**src/rtl/datamemory_pkg.sv**
```systemverilog
`default_nettype none
// +----------------------------------------------------------------------+
// | datamemory_pkg: shared types for the two-port data memory arbiter    |
// | Rev 1.0                                                              |
// +----------------------------------------------------------------------+
package datamemory_pkg;

  localparam int NUM_REQ = 2;
  // Upper bounds for the holding record; the arbiter parameters must not exceed these.
  localparam int HOLD_AW = 32;
  localparam int HOLD_W  = 32;

  typedef enum logic [1:0] {
    IDLE    = 2'd0,
    ACCESS  = 2'd1,
    CAPTURE = 2'd2,
    RESP    = 2'd3
  } state_t;

  typedef struct packed {
    logic [HOLD_AW-1:0] address;
    logic               writeEnable;
    logic [HOLD_W-1:0]  data;
    logic               grant;
  } hold_t;

endpackage
`default_nettype wire

```
**src/rtl/rr_arbiter2.sv**
```systemverilog
`default_nettype none
// +----------------------------------------------------------------------+
// | rr_arbiter2: combinational 2-way one-hot grant picker                 |
// | DATAMEMORY_ARBITER_FIXED_PRIO_EN selects fixed priority (req 0 wins)  |
// | Rev 1.0                                                              |
// +----------------------------------------------------------------------+
module rr_arbiter2 (
  input  logic [1:0] valid,
  input  logic       last_grant,
  output logic [1:0] grant
);

`ifdef DATAMEMORY_ARBITER_FIXED_PRIO_EN
  logic w_unused;
  assign w_unused = last_grant;
  assign grant    = {valid[1] & ~valid[0], valid[0]};
`else
  always_comb begin
    grant = valid;
    // On contention the requester that did not win last time goes next.
    if (valid == 2'b11) begin
      grant = last_grant ? 2'b01 : 2'b10;
    end
  end
`endif

endmodule
`default_nettype wire

```
**src/rtl/datamemory_arbiter.sv**
```systemverilog
`default_nettype none
// +----------------------------------------------------------------------+
// | datamemory_arbiter: shares one registered-read data memory between   |
// | two valid/ready requesters. Option: DATAMEMORY_ARBITER_FIXED_PRIO_EN  |
// | Rev 1.0                                                              |
// +----------------------------------------------------------------------+
import datamemory_pkg::*;

module datamemory_arbiter #(
  parameter int addresswidth = 32,
  parameter int width        = 32
) (
  input  logic                        clk,
  input  logic                        reset,
  input  logic [NUM_REQ-1:0]          req_valid,
  output logic [NUM_REQ-1:0]          req_ready,
  input  logic [2*addresswidth-1:0]   req_address,
  input  logic [NUM_REQ-1:0]          req_writeEnable,
  input  logic [2*width-1:0]          req_dataIn,
  output logic [NUM_REQ-1:0]          resp_valid,
  input  logic [NUM_REQ-1:0]          resp_ready,
  output logic [width-1:0]            resp_dataOut,
  output logic [addresswidth-1:0]     mem_address,
  output logic                        mem_writeEnable,
  output logic [width-1:0]            mem_dataIn,
  input  logic [width-1:0]            mem_dataOut
);

  state_t             r_state;
  hold_t              r_hold;
  logic [width-1:0]   r_resp_data;
  logic [1:0]         w_grant;
  logic               w_gidx;
  logic               w_last_grant;
  logic               w_accept;

  rr_arbiter2 u_pick (
    .valid      (req_valid),
    .last_grant (w_last_grant),
    .grant      (w_grant)
  );

  assign w_gidx   = w_grant[1];
  assign w_accept = (r_state == IDLE) && (|req_valid) && !reset;

`ifdef DATAMEMORY_ARBITER_FIXED_PRIO_EN
  assign w_last_grant = 1'b0;
`else
  logic r_last_grant;

  always_ff @(posedge clk) begin
    if (reset) begin
      r_last_grant <= 1'b1;
    end else if (w_accept) begin
      r_last_grant <= w_gidx;
    end
  end

  assign w_last_grant = r_last_grant;
`endif

  always_ff @(posedge clk) begin
    if (reset) begin
      r_state     <= IDLE;
      r_hold      <= '0;
      r_resp_data <= '0;
    end else begin
      case (r_state)
        IDLE: begin
          if (|req_valid) begin
            r_hold.address     <= HOLD_AW'(req_address[w_gidx*addresswidth +: addresswidth]);
            r_hold.writeEnable <= req_writeEnable[w_gidx];
            r_hold.data        <= HOLD_W'(req_dataIn[w_gidx*width +: width]);
            r_hold.grant       <= w_gidx;
            r_state            <= ACCESS;
          end
        end
        ACCESS: r_state <= CAPTURE;
        CAPTURE: begin
          // Memory output now holds the pre-write word for the held address.
          r_resp_data <= mem_dataOut;
          r_state     <= RESP;
        end
        RESP: begin
          if (resp_ready[r_hold.grant]) begin
            r_state <= IDLE;
          end
        end
        default: r_state <= IDLE;
      endcase
    end
  end

  assign req_ready       = w_accept ? w_grant : 2'b00;
  assign resp_valid      = ((r_state == RESP) && !reset) ? (r_hold.grant ? 2'b10 : 2'b01) : 2'b00;
  assign resp_dataOut    = r_resp_data;
  assign mem_address     = r_hold.address[addresswidth-1:0];
  assign mem_dataIn      = r_hold.data[width-1:0];
  assign mem_writeEnable = (r_state == ACCESS) && r_hold.writeEnable && !reset;

endmodule
`default_nettype wire
```
**config.mk**
```make
export PLATFORM = sky130hd
export DESIGN_NAME = datamemory_arbiter
export DESIGN_NICKNAME = d
export VERILOG_FILES = /design/src/rtl/datamemory_pkg.sv /design/src/rtl/rr_arbiter2.sv /design/src/rtl/datamemory_arbiter.sv
export SDC_FILE = /design/constraint.sdc
export NUM_CORES = 1
export LEC_CHECK = 0
export CORE_MARGIN = 2
export CORE_UTILIZATION = 30
export DETAILED_ROUTE_END_ITERATION = 12
export PLACE_DENSITY = 0.67
export SETUP_SLACK_MARGIN = 0.15
export SLEW_MARGIN = 20
export SYNTH_ARGS = -nofsm -noshare
export SYNTH_HDL_FRONTEND = slang
export SYNTH_HIERARCHICAL = 1
export SYNTH_SLANG_ARGS = --single-unit
```
**constraint.sdc**
```tcl
create_clock -name clk -period 1.3 [get_ports clk]
set_input_delay 0.26 -clock clk [delete_from_list [all_inputs] [get_ports clk]]
set_output_delay 0.26 -clock clk [all_outputs]
set_load 0.1 [all_outputs]
```
==> summary.txt <==
Series of cell instances along the critical path -> inv_4, ha_4, o21ai_4, nor3b_4, buf_12
Post-DR vias/cell -> 4.63
Power density of the placed cells -> 2580 nW/um2
Synth cell types -> 22
RSZ-0062 raised after global routing -> yes
Post-placement worst setup slack -> -574 ps
Worst Setup EP -> req_ready[1]
Met2 Track Usage GR -> 40.1%
Number of design rule violations left after detail routing -> 0
Nets -> 981
Via count of the first global-routing pass -> 5366
Final-layout worst hold slack -> 440 ps
Startpoint Class -> flop
Commonest cells after routing, fill and taps aside -> sky130_fd_sc_hd__clkdlybuf4s50_1, sky130_fd_sc_hd__buf_12, sky130_fd_sc_hd__mux2i_1, sky130_fd_sc_hd__buf_4, sky130_fd_sc_hd__a211oi_2
Clock tree buffer depth -> 2
GRT met1 Usage -> 21.8%
PnR Total Power -> 30.3 mW
Slowest stage delay, CP -> 370 ps
Number of standard cells in the final layout excluding fillers -> 1033
Insertion delay of the later-clocked pin in the worst-skew pair -> 350 ps
Placed cell count -> 912
Multi-input combinational cell area -> 3230 um2
Post-synthesis register bit count -> 101
Syn_area_per_cell -> 10.1 um2
Filler Cells Inserted -> 1012
Clk Tree Root Cell -> sky130_fd_sc_hd__clkbuf_16
Core Footprint -> 16400 um2
Worst setup path category -> flop to output port
Critical-path maximum fanout -> 4
Maximum number of pins on one net before global-route repair -> 39
Crit path max-delay cell type -> sky130_fd_sc_hd__dfxtp_4
Length in cells of the worst reg-to-reg path -> 10
Max_slew headroom -> 75.3%
Worst-margin pin slew -> 370 ps
Post-synthesis cell area -> 4980 um2
IO Port Bufs -> 268
Critical Path Start -> r_state[0]
Max_cap viols -> 0
Layout cell share with drive strength beyond 1 -> 65.4%
DRT antenna net count -> 0
Die Span X -> 133 um
Sink Count -> 101
Post-route setup TNS -> -24350 ps
Least setup slack across all paths after layout -> -427 ps
All-Layer GR Usage -> 21.1%
GRT Max-Usage Layer -> met2
Diode count -> 0
Endpoint of the most critical register-to-register path -> mem_dataIn[22]
Number of buffers created by CTS -> 9
Ys Warns -> 6
Initial antenna violation count -> 0
Die Ht -> 133 um
DR vias -> 4786
Detailed Routing Iterations Pass 1 -> 4
Number of DRC violations after detailed-routing iteration 0 -> 59
Kind of end point of the critical path -> output port
Max frequency -> 579 MHz
Count of endpoints failing hold in the final timing report -> 0
Number of nets produced by synthesis -> 667
Min Tclk post-route -> 1730 ps
Status -> finished, violations left
Worst vdd rail ir drop -> 1.35 mV
Commonest non-fill, non-tap cell in the layout -> sky130_fd_sc_hd__clkdlybuf4s50_1
Routed WL -> 19300 um
Overall die area -> 17600 um2
CP Data Required Time -> 1040 ps
DR WL/cell -> 18.7 um
Endpoints failing setup -> 106
Standard-cell rows -> 47
Met3 layer usage reported by global route -> 6.93%
Top-Level Pins -> 269
Clock tree skew after final layout -> 7.83 ps
Static power due to leakage -> 4.46 nW
Layout area overhead -> 136%
CTS clk-pin slew, worst paths -> 70 ps
Sequential cell area -> 2280 um2
Hpwl dp -> 11500 um
Sequential element share of the synthesized area -> 40.6%
Effective utilization at floorplan -> 30.3%
Worst R2R Setup Slack -> -330 ps
Cell count after synthesis -> 494
Wire length of the first global-routing pass -> 29100 um
Final core occ -> 71.6%
Summed area of non-filler cells in the final layout -> 11700 um2
Start of the worst register-to-register path -> r_state[0]
Slew Viols, Final -> 0
Last weighted congestion value of the routability-driven placer -> 0.722
Post-route fraction of the period consumed by the critical path -> 133%
Worst hold path class -> primary input to flop
Violations in the final reports -> negative setup slack
TritonCTS clock tree -> built
DP Area -> 9180 um2
Arrival time of the worst setup path -> 1470 ps
Global-route congestion overflow total -> 0
H-tree depth -> 3
-- worst max-delay path: cells and delay by family, from the launching register on --
family / cells / cell delay, ps
AOI/OAI and AO/OA: 1 / 90
adders and majority gates: 1 / 140
and+or+nand+nor: 1 / 260
buffers and inverters: 2 / 270
DFF: 1 / 370
-- what timing repair did --
action	in CTS	in global routing
pin swaps	28	40
hold buffers	0	0
gates resized for setup	213	78
hold endpoints to repair	0	0
setup endpoints to repair	202	201
setup buffers	63	21
cloned	21	0
-- cell usage after synthesis --
| cell type | instances | area share [%] |
|---|---|---|
| sky130_fd_sc_hd__a211oi_1 | 35 | 5.3 |
| sky130_fd_sc_hd__a211oi_2 | 30 | 7.5 |
| sky130_fd_sc_hd__a21boi_0 | 1 | 0.15 |
| sky130_fd_sc_hd__a21boi_1 | 1 | 0.15 |
| sky130_fd_sc_hd__a21oi_1 | 2 | 0.20 |
| sky130_fd_sc_hd__a22oi_1 | 1 | 0.15 |
| sky130_fd_sc_hd__and3b_1 | 2 | 0.35 |
| sky130_fd_sc_hd__buf_2 | 15 | 1.5 |
| sky130_fd_sc_hd__buf_4 | 66 | 10 |
| sky130_fd_sc_hd__buf_6 | 13 | 2.9 |
| sky130_fd_sc_hd__clkbuf_1 | 9 | 0.68 |
| sky130_fd_sc_hd__dfxtp_1 | 101 | 41 |
| sky130_fd_sc_hd__ha_1 | 5 | 1.3 |
| sky130_fd_sc_hd__inv_1 | 3 | 0.23 |
| sky130_fd_sc_hd__mux2i_1 | 100 | 20 |
| sky130_fd_sc_hd__nand2_1 | 3 | 0.23 |
| sky130_fd_sc_hd__nand2b_1 | 3 | 0.38 |
| sky130_fd_sc_hd__nor2_1 | 98 | 7.4 |
| sky130_fd_sc_hd__nor3b_1 | 3 | 0.45 |
| sky130_fd_sc_hd__o21a_1 | 1 | 0.15 |
| sky130_fd_sc_hd__o21ai_0 | 1 | 0.10 |
| sky130_fd_sc_hd__o21bai_1 | 1 | 0.15 |
-- flip-flops by register name, indices dropped and copies added, names as in the netlist --
| name | flops |
|---|---|
| resp_dataOut | 32 |
| r_last_grant | 1 |
| mem_dataIn | 32 |
| r_state | 2 |
| mem_address | 32 |
| r_hold | 2 |
-- cell type report --
class                           instances  area share, %
Timing Repair Buffer                  406           47.7
Sequential cell                       101           19.4
Inverter                                3          0.117
Clock inverter                          7          0.916
Tap cell                              220           2.34
Multi-Input combinational cell        287           27.5
Clock buffer                            9           1.92
-- logic make-up (layout without fill, tap and decap cells) --
group	count (synthesis)	after routing	synth area share (%)
simple gates	109	109	8.80
mux	100	100	20.1
buf+inv	106	425	15.3
compound gates	73	73	13.9
flops	101	101	40.6
fa+ha+maj	5	5	1.26
-- report_power, final --
| part | internal [mW] | switching, mW | total, mW | leakage (nW) |
|---|---|---|---|---|
| Combinational | 9.68 | 11.9 | 21.5 | 3.41 |
| Sequential | 4.60 | 1.17 | 5.77 | 0.884 |
| Clock | 1.72 | 1.29 | 3.01 | 0.160 |
| Total | 16.0 | 14.3 | 30.3 | 4.46 |
-- layer usage --
| layer | routed length, um | vias up |
|---|---|---|
| li1 | - | 2289 |
| met1 | 6740 | 2296 |
| met2 | 10900 | 182 |
| met3 | 1430 | 19 |
| met4 | 300 | 0 |
| met5 | 0 | - |
-- worst min-delay path by stage --
stage,start,end,cells after the start
finish,reset,resp_dataOut[9],3
global route,reset,resp_dataOut[13],3
CTS,reset,resp_dataOut[9],3
detailed placement,resp_dataOut[11],resp_dataOut[11],2
global placement,r_state[0],r_state[0],2
floorplan,mem_dataOut[10],resp_dataOut[10],2
No activity file was read; power rests on OpenSTA's default activity.
